<file path="config.mk">
export PLATFORM = sky130hd
export DESIGN_NAME = multicycle_controller
export DESIGN_NICKNAME = d
export VERILOG_FILES = /design/src/rtl/multicycle_controller.sv
export SDC_FILE = /design/constraint.sdc
export NUM_CORES = 1
export LEC_CHECK = 0
export ABC_AREA = 1
export CORE_MARGIN = 5
export CORE_UTILIZATION = 34
export CTS_BUF_LIST = sky130_fd_sc_hd__clkbuf_8
export CTS_CLUSTER_DIAMETER = 100
export DETAILED_ROUTE_END_ITERATION = 10
export PLACE_DENSITY = 0.82
export SETUP_SLACK_MARGIN = 0.1
export SLEW_MARGIN = 20
export SYNTH_ARGS = -nofsm -noshare
export SYNTH_HDL_FRONTEND = slang
export SYNTH_SLANG_ARGS = --single-unit
</file>
<file path="constraint.sdc">
create_clock -name clk -period 1.1 [get_ports clk]
set_clock_uncertainty 0.1 [all_clocks]
set_input_delay 0.22 -clock clk [delete_from_list [all_inputs] [get_ports clk]]
set_output_delay 0.22 -clock clk [all_outputs]
set_load 0.05 [all_outputs]
</file>
<file path="src/rtl/multicycle_controller.sv">
// Multicycle MIPS-style main controller: 12-state FSM that sequences fetch,
// decode and per-opcode execution. Memory states stall on MemReady.
module multicycle_controller (
    input  logic       clk,
    input  logic       rst,
    input  logic [5:0] OpCode,
    input  logic       Zero,
    input  logic       MemReady,
    output logic       MemReq,
    output logic       MemWrite,
    output logic       IorD,
    output logic       IRWrite,
    output logic       PCEn,
    output logic [1:0] PCSrc,
    output logic       ALUSrcA,
    output logic [1:0] ALUSrcB,
    output logic [1:0] ALUOp,
    output logic       RegWrite,
    output logic       RegDst,
    output logic       MemtoReg,
    output logic       IllegalOp,
    output logic [3:0] State
);
    typedef enum logic [3:0] {
        S_FETCH    = 4'd0,
        S_DECODE   = 4'd1,
        S_MEMADR   = 4'd2,
        S_MEMREAD  = 4'd3,
        S_MEMWB    = 4'd4,
        S_MEMWRITE = 4'd5,
        S_EXECUTE  = 4'd6,
        S_ALUWB    = 4'd7,
        S_BRANCH   = 4'd8,
        S_ADDIEXEC = 4'd9,
        S_ADDIWB   = 4'd10,
        S_JUMP     = 4'd11
    } state_t;

    localparam logic [5:0] OP_R    = 6'b000000;
    localparam logic [5:0] OP_LW   = 6'b100011;
    localparam logic [5:0] OP_SW   = 6'b101011;
    localparam logic [5:0] OP_ADDI = 6'b001000;
    localparam logic [5:0] OP_BEQ  = 6'b000100;
    localparam logic [5:0] OP_J    = 6'b000010;

    state_t state_q, state_d;

    always_ff @(posedge clk) begin
        if (rst) state_q <= S_FETCH;
        else     state_q <= state_d;
    end

    assign State = state_q;

    always_comb begin
        state_d   = S_FETCH;
        MemReq    = 1'b0;
        MemWrite  = 1'b0;
        IorD      = 1'b0;
        IRWrite   = 1'b0;
        PCEn      = 1'b0;
        PCSrc     = 2'b00;
        ALUSrcA   = 1'b0;
        ALUSrcB   = 2'b00;
        ALUOp     = 2'b00;
        RegWrite  = 1'b0;
        RegDst    = 1'b0;
        MemtoReg  = 1'b0;
        IllegalOp = 1'b0;
        case (state_q)
            S_FETCH: begin
                MemReq  = 1'b1;
                ALUSrcB = 2'b01;
                IRWrite = MemReady;
                PCEn    = MemReady;
                state_d = MemReady ? S_DECODE : S_FETCH;
            end
            S_DECODE: begin
                ALUSrcB = 2'b11;
                case (OpCode)
                    OP_LW, OP_SW: state_d = S_MEMADR;
                    OP_R:         state_d = S_EXECUTE;
                    OP_BEQ:       state_d = S_BRANCH;
                    OP_ADDI:      state_d = S_ADDIEXEC;
                    OP_J:         state_d = S_JUMP;
                    default: begin
                        state_d   = S_FETCH;
                        IllegalOp = 1'b1;
                    end
                endcase
            end
            S_MEMADR: begin
                ALUSrcA = 1'b1;
                ALUSrcB = 2'b10;
                state_d = (OpCode == OP_SW) ? S_MEMWRITE : S_MEMREAD;
            end
            S_MEMREAD: begin
                MemReq  = 1'b1;
                IorD    = 1'b1;
                state_d = MemReady ? S_MEMWB : S_MEMREAD;
            end
            S_MEMWB: begin
                RegWrite = 1'b1;
                MemtoReg = 1'b1;
            end
            S_MEMWRITE: begin
                MemReq   = 1'b1;
                MemWrite = 1'b1;
                IorD     = 1'b1;
                state_d  = MemReady ? S_FETCH : S_MEMWRITE;
            end
            S_EXECUTE: begin
                ALUSrcA = 1'b1;
                ALUOp   = 2'b10;
                state_d = S_ALUWB;
            end
            S_ALUWB: begin
                RegWrite = 1'b1;
                RegDst   = 1'b1;
            end
            S_BRANCH: begin
                ALUSrcA = 1'b1;
                ALUOp   = 2'b01;
                PCSrc   = 2'b01;
                PCEn    = Zero;
            end
            S_ADDIEXEC: begin
                ALUSrcA = 1'b1;
                ALUSrcB = 2'b10;
                state_d = S_ADDIWB;
            end
            S_ADDIWB: RegWrite = 1'b1;
            S_JUMP: begin
                PCSrc = 2'b10;
                PCEn  = 1'b1;
            end
            default: state_d = S_FETCH;
        endcase
        // Reset masks every side-effecting strobe; only the debug state stays visible.
        if (rst) begin
            MemReq    = 1'b0;
            MemWrite  = 1'b0;
            IorD      = 1'b0;
            IRWrite   = 1'b0;
            PCEn      = 1'b0;
            PCSrc     = 2'b00;
            ALUSrcA   = 1'b0;
            ALUSrcB   = 2'b00;
            ALUOp     = 2'b00;
            RegWrite  = 1'b0;
            RegDst    = 1'b0;
            MemtoReg  = 1'b0;
            IllegalOp = 1'b0;
        end
    end
endmodule

</file>
==> reports/summary.txt, run 1 <==
Post-synth EDFFs - 0
Synth area leader - nand2_1
Cell Rows - 14
DP HPWL - 2980 um
Final Wtd Congestion - 0.794
main flop type after synthesis - dfxtp_1
most common cell in the netlist - nand2_1
status - stopped before the end
Ports - 30
syn_nets - 111
Die W - 48.8 um
die span in y - 48.8 um
most instantiated cells after synthesis - nand2_1, nor2_1, nand3_1, inv_1, a21oi_1
asr flop ratio synth - 0
Synth Cell Area - 512 um^2
Yosys reg bits - 4
initial core utilization - 0.348
port bufs - 29
Yosys top cell area share - 0.198
Yosys warning count - 0
sequential element share of the synthesized area - 0.156
Post-Synthesis Mean Instance Area - 5.07 um^2
stop err - [ERROR DPL-0033] detailed placement checks failed during check placement.
Gate Count Post-Synth - 101
Fail Step - 3_5_place_dp
Netlist cell types - 19
largest cells by area after synthesis - nand2_1, nor2_1, dfxtp_1
## through the flow
stage	setup TNS [ns]	setup WS, ns	area [um^2]	hold slack, ns
after floorplan	-9.15	-0.807	717	0.352
after global placement	-10.41	-0.669	1440	0.592
## logic make-up after synthesis
logic type | count (synthesis) | synth area share
AO/OA/AOI/OAI | 8 | 0.0856
buffers and inverters | 15 | 0.127
AND/OR/NAND/NOR | 74 | 0.631
flip-flops | 4 | 0.156
==> run 2: changes to the inputs <==
==> config.mk (replaced) <==
export PLATFORM = sky130hd
export DESIGN_NAME = multicycle_controller
export DESIGN_NICKNAME = d
export VERILOG_FILES = /design/src/rtl/multicycle_controller.sv
export SDC_FILE = /design/constraint.sdc
export NUM_CORES = 1
export LEC_CHECK = 0
export ABC_AREA = 1
export CORE_AREA = 5 5 66 68
export DETAILED_ROUTE_END_ITERATION = 10
export DIE_AREA = 0 0 71 73
export PLACE_DENSITY_LB_ADDON = 0.15
export SLEW_MARGIN = 20
export SYNTH_ARGS = -nofsm -noshare
export SYNTH_HDL_FRONTEND = slang
export SYNTH_SLANG_ARGS = --single-unit
==> constraint.sdc (replaced) <==
create_clock -name clk -period 1.43 [get_ports clk]
set_clock_uncertainty 0.1 [all_clocks]
set_input_delay 0.286 -clock clk [delete_from_list [all_inputs] [get_ports clk]]
set_output_delay 0.286 -clock clk [all_outputs]
set_load 0.05 [all_outputs]
==> run 2 against run 1 <==
Against the previous run:
- the flow now finishes, with violations (setup timing)
- synthesized cell count stayed put
- area after synthesis stayed put
==> reports/summary.txt, run 2 <==
most frequent cells in the layout - buf_4, buf_12, nand2_1
critical path depth in cells - 4
first-pass GRT wire length - 4050 um
initial core utilization - 0.135 (-0.213)
Netlist cell types - 19 (unchanged)
Crit-path slowest cell - dfxtp_4
Synth-to-Final Area Change - 254%
largest net degree at the start of global routing - 8
DP HPWL - 1850 um (-38%)
Final Wtd Congestion - 0.852 (+7.3%)
setup TNS - -3.64 ns
asr flop ratio synth - 0 (unchanged)
most common cell in the netlist - nand2_1
CP max stage delay - 0.41 ns
initial antenna violation count - 0
Core Region - 3800 um^2
status - complete, but fails checks
CP Buf/Inv Count - 2
commonest non-fill, non-tap cell in the layout - buf_4
DR iter-0 viols - 23
DRC Markers - 0
Yosys warning count - 0 (unchanged)
worst-path fanout max - 5
final cell count without fillers - 225
failing checks - setup timing
Finished Cell Area - 1810 um^2
max-slew violations - 0
share of layout cells above drive strength 1 - 0.754
period utilization - 1.20
total track usage - 0.0954
relative slew slack - 0.842
delay-heaviest family, CP - simple AND/OR/NAND/NOR gates
CTS Buffer Depth - 2
final number of setup-violating endpoints - 16
total congestion overflow - 0
Worst setup EP type - primary output
DR vias/cell - 4.13
Synth Cell Area - 512 um^2 (unchanged)
post-detailed-route count of antenna-violating nets - 0
Worst Path Arrival - 1.33 ns
CTS H-Tree Depth - 1
peak supply drop - 388 uV
Die W - 71 um (+46%)
Yosys top cell area share - 0.198 (unchanged)
placed inst area - 1510 um^2
Gate Count Post-Synth - 101 (unchanged)
R2R Setup Slk - 0.07 ns
most instantiated cells after synthesis - nand2_1, nor2_1, nand3_1, inv_1, a21oi_1
max_cap viols - 0
routed vias - 930
Cell Rows - 23 (+9)
Clock Tree Root - clkbuf_8
Die ar. - 5180 um^2
CTS sink count - 4
final hold vios - 0
vias in the first global route - 970
post-route setup slack - -0.281 ns
Synth area leader - nand2_1
Clock Latency Late Sink - 0.21 ns
Post-Synthesis Mean Instance Area - 5.07 um^2 (unchanged)
WHS Path Cells - 6
CTS buffer count - 3
Slew @ Worst Pin - 0.235 ns
ANT cells - 0
sequential element share of the synthesized area - 0.156 (unchanged)
Placed Cells - 211
Static Leakage - 0.807 nW
nets@finish - 187
main flop type after synthesis - dfxtp_1
WL/cell - 11.3 um
syn_nets - 111 (unchanged)
port bufs - 29 (unchanged)
largest cells by area after synthesis - nand2_1, nor2_1, dfxtp_1
Yosys reg bits - 4 (unchanged)
reg2reg path depth - 9
PD cells - 369 nW/um^2
Pre-antenna DRT Iters - 4
crit path kind - reg2out
RSZ-0062 raised after global routing - yes
DRT Wirelength - 2530 um
die span in y - 73 um (+50%)
fin crit period - 1.71 ns
Reg clk slew, reported paths - 0.03 ns
Post-synth EDFFs - 0 (unchanged)
max reg flops - 4
min-delay worst type - in2reg
Hold Slack - 0.437 ns
critical path startpoint category - register
Ports - 30 (unchanged)
fmax - 584 MHz
worst path cell trace - nand2_4 > nor4_4 > buf_4 > buf_12
cts hold-fix bufs - 0
DP Worst Slack - -0.569 ns
CTS tree - yes
WP data required - 1.04 ns
## run 2: cell counts after synthesis
Identical to the previous run, type by type.
## run 2: worst paths after layout
check | startpoint | endpoint
min reg2reg | State[1] | State[3]
min | OpCode[5] | State[0]
max | State[0] | PCSrc[1]
max reg2reg | State[3] | State[2]
## run 2: logic make-up (layout without fill, tap and decap cells)
kind of cell,after synthesis,count (layout),synth area share
compound gates,8,8,0.0856
buf+inv,15,89,0.127
flops,4,4,0.156
simple gates,74,74,0.631
## run 2: per-layer routing
metal,global-route usage,vias to the layer above,share of wire
met5,0,-,0
met4,0.0564,0,0.025
met3,0.0179,8,0.051
met2,0.169,30,0.54
met1,0.106,414,0.38
li1,-,478,-
## run 2: final cells by class
| class | count | area (um^2) |
|---|---|---|
| flip-flops and latches | 4 | 95.1 |
| clock buffers | 3 | 41.3 |
| inverters | 12 | 62.6 |
| well taps | 50 | 62.6 |
| fillers | 365 | 1990 |
| repair buffers | 74 | 865 |
| multi-input cells | 82 | 686 |
## run 2: repair_timing
item	4_1_cts	5_1_grt
setup buffers	10	3
endpoints found under the hold margin	0	0
gates resized for setup	57	20
setup endpoints to repair	19	18
gates cloned	1	0
pin swaps	15	19
## run 2: power breakdown
| group | switching, mW | total (mW) | internal [mW] | leakage [nW] |
|---|---|---|---|---|
| clock | 0.0525 | 0.231 | 0.179 | 0.0216 |
| sequential | 0.00879 | 0.119 | 0.110 | 0.0355 |
| combinational | 0.164 | 0.318 | 0.154 | 0.750 |
## run 2: worst reg2reg max path: cells and delay by family (launching register included)
| kind | cells | cell delay (ns) |
|---|---|---|
| and+or+nand+nor | 5 | 0.39 |
| buffers and inverters | 4 | 0.36 |
| DFF | 1 | 0.39 |
## run 2: through the flow
| stage | power (mW) | util |
|---|---|---|
| final | 0.668 | 0.477 |
| after global routing | 0.701 | 0.477 |
| after CTS | 0.667 | 0.467 |
| after detailed placement | 0.390 | 0.397 |
| after global placement | 0.390 | 0.397 |
| after floorplan | 0.249 | - |
(Power assumes the default switching activity.)
